`src/rtl/multi_lane_tx_serializer.sv`:
```
// multi_lane_tx_serializer
// Parallel-to-serial transmitter for LANES independent lanes sharing one
// bit-rate clock. A one-entry holding buffer accepts a word for all lanes;
// each symbol is shifted out over SYM_W cycles through registered P/N legs.
// Optional feature macro: TX_POLARITY_INV_EN adds per-lane polarity inversion
// through the Lane_Pol_Inv input, sampled whenever a symbol is loaded.
module multi_lane_tx_serializer #(
    parameter int LANES     = 4,
    parameter int SYM_W     = 10,
    parameter int LSB_FIRST = 1
) (
    input  logic                     Bit_Rate_Clk,
    input  logic                     Rst,
    input  logic [LANES*SYM_W-1:0]   Data_in,
    input  logic                     Data_Valid,
    output logic                     Data_Ready,
    input  logic                     TxElecIdle,
`ifdef TX_POLARITY_INV_EN
    input  logic [LANES-1:0]         Lane_Pol_Inv,
`endif
    output logic [LANES-1:0]         TX_Out_P,
    output logic [LANES-1:0]         TX_Out_N,
    output logic                     Underrun,
    output logic                     Sym_Strobe
);

    localparam int               CNT_W    = $clog2(SYM_W);
    localparam logic [CNT_W-1:0] CNT_LAST = CNT_W'(SYM_W - 1);

    typedef enum logic {
        IDLE,
        ACTIVE
    } state_t;

    state_t                        state_q, state_d;
    logic [CNT_W-1:0]              cnt_q, cnt_d;
    logic [LANES*SYM_W-1:0]        hold_q, hold_d;
    logic                          hold_full_q, hold_full_d;
    logic [LANES-1:0][SYM_W-1:0]   sh_q, sh_d;
    logic [LANES-1:0]              pol_q, pol_d;
    logic                          underrun_pend_q, underrun_pend_d;
    logic [LANES-1:0]              tx_p_q, tx_p_d;
    logic [LANES-1:0]              tx_n_q, tx_n_d;
    logic                          underrun_q, underrun_d;
    logic                          sym_strobe_q, sym_strobe_d;

    logic                          accept;
    logic                          load;
    logic [LANES-1:0]              cur_bit;

    // Ready depends only on registered state, never on Data_Valid.
    assign Data_Ready = ~hold_full_q;
    assign accept     = Data_Valid & ~hold_full_q;

    // Next-state logic: FSM, bit counter, holding buffer, shift registers and output stage.
    always_comb begin
        // NOTE: every signal gets a default first so no path leaves it unassigned (no latches).
        state_d         = state_q;
        cnt_d           = cnt_q;
        hold_d          = hold_q;
        hold_full_d     = hold_full_q;
        sh_d            = sh_q;
        pol_d           = pol_q;
        underrun_pend_d = 1'b0;
        load            = 1'b0;

        case (state_q)
            IDLE: begin
                if (hold_full_q && !TxElecIdle) begin
                    load    = 1'b1;
                    state_d = ACTIVE;
                end
            end
            ACTIVE: begin
                if (cnt_q == CNT_LAST) begin
                    if (hold_full_q && !TxElecIdle) begin
                        load = 1'b1;
                    end else begin
                        state_d = IDLE;
                        // An idle request is a deliberate stop, not an underrun.
                        underrun_pend_d = ~hold_full_q & ~TxElecIdle;
                    end
                end
            end
            default: state_d = IDLE;
        endcase

        if (load) begin
            cnt_d       = '0;
            hold_full_d = 1'b0;
            for (int k = 0; k < LANES; k++) begin
                sh_d[k] = hold_q[k*SYM_W +: SYM_W];
            end
`ifdef TX_POLARITY_INV_EN
            pol_d = Lane_Pol_Inv;
`else
            pol_d = '0;
`endif
        end else if (state_q == ACTIVE) begin
            cnt_d = (cnt_q == CNT_LAST) ? '0 : cnt_q + CNT_W'(1);
            for (int k = 0; k < LANES; k++) begin
                sh_d[k] = (LSB_FIRST != 0) ? (sh_q[k] >> 1) : (sh_q[k] << 1);
            end
        end

        // Load requires a full buffer, so accept and unload never coincide.
        if (accept) begin
            hold_d      = Data_in;
            hold_full_d = 1'b1;
        end

        for (int k = 0; k < LANES; k++) begin
            cur_bit[k] = (LSB_FIRST != 0) ? sh_q[k][0] : sh_q[k][SYM_W-1];
        end

        if (state_q == ACTIVE) begin
            tx_p_d = cur_bit ^ pol_q;
            tx_n_d = ~(cur_bit ^ pol_q);
        end else begin
            tx_p_d = '0;
            tx_n_d = '0;
        end
        sym_strobe_d = (state_q == ACTIVE) && (cnt_q == '0);
        underrun_d   = underrun_pend_q;
    end

    // State and datapath registers with asynchronous active-high reset.
    always_ff @(posedge Bit_Rate_Clk or posedge Rst) begin
        if (Rst) begin
            state_q         <= IDLE;
            cnt_q           <= '0;
            hold_q          <= '0;
            hold_full_q     <= 1'b0;
            // NOTE: shift registers are reset too, so a partial symbol can never leak after reset.
            sh_q            <= '0;
            pol_q           <= '0;
            underrun_pend_q <= 1'b0;
            tx_p_q          <= '0;
            tx_n_q          <= '0;
            underrun_q      <= 1'b0;
            sym_strobe_q    <= 1'b0;
        end else begin
            // NOTE: non-blocking assignments so all flops update from pre-edge values.
            state_q         <= state_d;
            cnt_q           <= cnt_d;
            hold_q          <= hold_d;
            hold_full_q     <= hold_full_d;
            sh_q            <= sh_d;
            pol_q           <= pol_d;
            underrun_pend_q <= underrun_pend_d;
            tx_p_q          <= tx_p_d;
            tx_n_q          <= tx_n_d;
            underrun_q      <= underrun_d;
            sym_strobe_q    <= sym_strobe_d;
        end
    end

    assign TX_Out_P   = tx_p_q;
    assign TX_Out_N   = tx_n_q;
    assign Underrun   = underrun_q;
    assign Sym_Strobe = sym_strobe_q;

endmodule
```
`config.mk`:
```
export PLATFORM = sky130hd
export DESIGN_NAME = multi_lane_tx_serializer
export DESIGN_NICKNAME = d
export VERILOG_FILES = /design/src/rtl/multi_lane_tx_serializer.sv
export SDC_FILE = /design/constraint.sdc
export NUM_CORES = 1
export LEC_CHECK = 0
export CAP_MARGIN = 20
export CORE_ASPECT_RATIO = 1.4
export CORE_MARGIN = 5
export CORE_UTILIZATION = 57
export DETAILED_ROUTE_END_ITERATION = 8
export GPL_ROUTABILITY_DRIVEN = 0
export GPL_TIMING_DRIVEN = 0
export PLACE_DENSITY = 0.82
export SLEW_MARGIN = 20
export SYNTH_ARGS = -nofsm -noshare
export SYNTH_HDL_FRONTEND = slang
export SYNTH_SLANG_ARGS = --single-unit
```
`constraint.sdc`:
```
create_clock -name Bit_Rate_Clk -period 7.6 [get_ports Bit_Rate_Clk]
set_clock_uncertainty 0.1 [all_clocks]
set_input_delay 0.76 -clock Bit_Rate_Clk [delete_from_list [all_inputs] [get_ports Bit_Rate_Clk]]
set_output_delay 0.76 -clock Bit_Rate_Clk [all_outputs]
set_load 0.01 [all_outputs]
```
After elaboration in Yosys (flattened, before gate mapping)
Index checks and enable logic that the tools add are counted.
{"block": "op_classes", "bitwise_logic": 6, "eq_ne": 1, "reduce_logical": 6, "muxes": 17, "addsub": 1}
{"op": "$mux W40", "count": 2}
{"op": "$mux W4", "count": 5}
{"op": "$mux W1", "count": 8}
{"op": "$add A4 B1 Y4 const B", "count": 1}
{"op": "$eq A4 B4 Y1 const B", "count": 1}
{"op": "$logic_not A4 Y1", "count": 1}
{"op": "$not A4 Y4", "count": 1}
{"op": "$pmux W1 S2", "count": 2}
{"op": "$reduce_bool A2 Y1", "count": 2}
{"op": "$not A1 Y1", "count": 3}
{"op": "$and A1 B1 Y1", "count": 2}
{"op": "$logic_and A1 B1 Y1", "count": 2}
{"op": "$logic_not A1 Y1", "count": 1}
{"block": "totals", "regBits": 97, "wordCells": 44, "output_inout_bits": 11, "inputBits": 44}

Logic depth before layout (Yosys ltp)
{"block": "depth", "word_depth": 7, "ltp_mapped": 7, "depth_no_buf": 5}

Worst setup path before layout
No wires, ideal clock.
{"block": "synth_path", "path_type": "input port to flip-flop", "start": "in TxElecIdle", "end": "reg sh_q, in the netlist cur_bit[0]", "setup_slack_ns": 5.738, "stages": 6, "arrival_time_ns": 1.639, "t_required_ns": 7.377, "path_buffers": 3, "setup_ns": 0.123, "cell_sequence": "nand2b_1 buf_6 a21o_1 buf_6 buf_6 o221a_1"}
{"block": "synth_between", "elab_chain_len": 6, "elab_cells_between_ends": 7, "cone_classes": "4 x mux; 3 x reduce/logical"}
{"item": "from (decl)", "line": "17", "source": "input logic TxElecIdle,"}
{"item": "$logic_not A1 Y1 *", "line": "69, 76"}
{"item": "$logic_and A1 B1 Y1 *", "line": "69, 76"}
{"item": "$mux W1 *", "line": "69, 76"}
{"item": "$mux W1", "line": "75", "source": "if (cnt_q == CNT_LAST) begin"}
{"item": "$pmux W1 S2 *", "line": "67", "source": "case (state_q)"}
{"item": "$mux W40 / $reduce_bool A2 Y1 (equally long branches)"}
{"item": "to (signal assigned)", "line": "135", "source": "sh_q <= '0;"}
{"item": "to (signal assigned)", "line": "148", "source": "sh_q <= sh_d;"}
{"item": "to (decl)", "line": "39", "source": "logic [LANES-1:0][SYM_W-1:0] sh_q, sh_d;"}
Mark *: on every way between the ends. The rest lies on a longest branch, timed or not.
A chain may end at the register's enable or synchronous reset.

Worst setup path in the final report
{"block": "layout_path", "start": "reg hold_full_q", "end": "out Data_Ready"}
{"block": "layout_between", "elab_chain_len": 1}
{"item": "from (decl)", "line": "38", "source": "logic hold_full_q, hold_full_d;"}
{"item": "from (signal assigned)", "line": "147", "source": "hold_full_q <= hold_full_d;"}
{"item": "$not A1 Y1", "line": "52", "source": "assign Data_Ready = ~hold_full_q;"}
{"item": "to (decl)", "line": "16", "source": "output logic Data_Ready,"}
No other way between the ends.

==> metrics.cfg <==
[synthesis]
synth.ff_latch_count=97
syn_area_sq_um=4238
yosys-top-cells-area=dfrtp_1, mux2_2, o221a_2, mux2i_1, nor2_1
synthCells=324
synth_top_cell_by_area=dfrtp_1
synth.net_count=371
synth_top_cell_area_share_pct=57.28
synthesis.area_per_instance_sq_um=13.08
synth_seq_area_share_pct=57.28
ys_warn_count=0
ys_types=30

[min_path]
hold_path.class=register to register
hold_start=underrun_d
hold_depth=0
holdPathEnd=Underrun

[cts]
cts_root_buf=clkbuf_8
htree_num_levels=3
cts_tree=built
clock_latency_ns=0.37
hold_buffers=0
postCtsSetupRepairBufs=0
cts_resized=0
cts_buffers=9
clk_pin_slew_worst_paths_ns=0.09
cts_buffer_depth=2
clock_sinks=97

[critical_path]
critPathLaunchType=register
critPathRequiredTime_ns=6.74
crit_family=buffers and inverters
crit_fanout=6
crit_path_end_kind=output pin
cp.buffers_inverters=2
crit_arrival_ns=1.41
critPathMaxStageDelay_ns=0.53
r2r-end=sh_q[24]
worstSetupPathType=register to output pin
slowest_stage=clkdlybuf4s50_1
r2r_start=cnt_q[1]
rrSetupSlack_ns=5.74
rr_worst_depth=6
crit_path_cell_trace=inv_1 -> clkdlybuf4s50_1

[power_and_ir_drop]
clockPowerShare_pct=17.1
ir_drop_uv=191.2
pwr-share-seq_pct=48.4
power_w=0.001859
p_per_area_nw_per_um2=362.9
p_leak_nw=2.251
p_sw_w=0.0005849
switching_share_pct=31.46
p_int_w=0.001274
combPwrFrac_pct=34.5

[finish]
finalNonFillerCells=492
fillCellCount=573
nets=437
antennaDiodeCount=0
layout_common_cells=dfrtp_1, clkdlybuf4s50_1, nor2_1
areaGrowthSynthToFinish_pct=20.90
final_cell_area_sq_um=5124
drive_above_1_share_pct=26.84
final_common_cell=dfrtp_1

[floorplanning]
io_pins=55
core_sq_um=7315
die_x_microns=82.88
start_util_pct=57.94
die_y_microns=112.0
die_area_sq_um=9284
core.rowCount=37

[sta]
worstMarginPinSlew_ns=0.5250
drv_slew=0
slew_headroom_pct=65.00
fin_crit_ns=2.271
fmax_ghz=0.4403
setup_viol=0
hold_viol_final=0
rsz0062_at_grt=false
period_share_pct=29.88
setup_tns_ns=0

[drt]
ant_nets=0
num_vias=2811
wl_per_cell_microns=17.17
routed_wl_microns=8447
vias_per_cell=5.713
dr.pass1.iters=4
drt_iter0_drc=206
drc_errors=0

[global_route]
grt_pass1_vias=2929
gr-total-overflow=0
grt_pass1_wl_microns=14480
grt_max_degree=74
antenna_found_initial=0
grt_use_total_pct=19.50

[placed_design]
portBuffers=54
dp.cells=476
dp_hpwl_microns=5859
place_area_sq_um=4932

[flow_run]
drv_cap=0

[run_status]
status=finished clean

## worst register-to-register path: cells and delay by family (launching register included)
family                     cells  cell delay, ns
and+or+nand+nor                2            0.36
buffers and inverters          2            0.34
AOI/OAI and AO/OA              1            0.34
adders and majority gates      1            0.20
DFF                            1            0.41
## Yosys cell counts, drive strengths merged
| library cell | number |
|---|---|
| or3 | 16 |
| nor3b | 1 |
| o21ai | 3 |
| o221a | 36 |
| mux2 | 40 |
| nor4b | 1 |
| nand3 | 3 |
| nor2 | 41 |
| buf | 19 |
| ha | 3 |
| a31o | 1 |
| mux2i | 24 |
| a21o | 1 |
| nand2 | 4 |
| nor2b | 6 |
| o21a | 1 |
| dfrtp | 97 |
| nor3 | 1 |
| o221ai | 1 |
| and2 | 4 |
| nand2b | 4 |
| clkbuf | 6 |
| inv | 5 |
| nand3b | 2 |
| o2bb2ai | 4 |
## through the flow
step / utilization (%) / hold slack (ns) / setup slack, ns
2_1_floorplan: - / 0.2312 / 4.206
3_3_place_gp: 66.99 / 0.2357 / 2.829
3_5_place_dp: 67.43 / 0.2371 / 5.101
4_1_cts: 70.05 / 0.2565 / 5.313
5_1_grt: 70.05 / 0.2708 / 5.243
6_report: 70.05 / 0.2562 / 5.329
## cell type report
type                       instances  area [sq um]  share of cell area (%)
clock buffer                      12         165.2                   3.223
tap                               97         121.4                   2.369
multi-input combinational        197          1648                   32.16
timing repair buffer              55         568.0                   11.09
inverter                           5         23.77                  0.4640
clock inverter                     4         26.28                  0.5128
sequential                        97          2427                   47.37
buffer                            25         143.9                   2.808
## worst max-delay path by stage
stage,from,to,slack (ns),cells after the start
global placement,Rst,cnt_q[0],2.83,2
CTS,hold_full_q,Data_Ready,5.31,2
detailed placement,TxElecIdle,sh_q[32],5.10,6
global route,hold_full_q,Data_Ready,5.24,2
finish,hold_full_q,Data_Ready,5.33,2
floorplan,Rst,Sym_Strobe,4.21,1
## power by group through the flow
| stage | Combinational [W] | Clock [W] | Sequential (W) |
|---|---|---|---|
| 6_report | 0.000642 | 0.000317 | 0.000900 |
| 5_1_grt | 0.000709 | 0.000351 | 0.000928 |
| 4_1_cts | 0.000652 | 0.000326 | 0.000899 |
| 3_5_place_dp | 0.000648 | 0 | 0.000907 |
| 3_3_place_gp | 0.000621 | 0 | 0.000899 |
| 2_1_floorplan | 0.000473 | 0 | 0.000869 |
## registers in the layout, indices dropped and copies added, names as in the netlist, 4 cells and up
register / cells
TX_Out_P: 4
cur_bit: 4
TX_Out_N: 4
hold_q: 40
cnt_q: 4
sh_q: 36
## kinds of logic (layout without fill, tap and decap cells)
family | after synthesis | in the layout | synth area share [%]
AO/OA/AOI/OAI | 47 | 47 | 11.78
flip-flops | 97 | 97 | 57.28
buffers and inverters | 30 | 101 | 3.838
multiplexers | 64 | 64 | 16.30
adder cells (fa/ha/maj) | 3 | 3 | 0.8858
AND/OR/NAND/NOR | 83 | 83 | 9.920
## per-layer routing
layer | track usage (%) | vias to the layer above | share of wire, %
met2 | 33.30 | 63 | 52
met5 | 0 | - | 0
met4 | 7.197 | 0 | 1.4
li1 | - | 1307 | -
met1 | 23.82 | 1434 | 42
met3 | 5.066 | 7 | 4.9
Power figures use the tool's default switching activity.
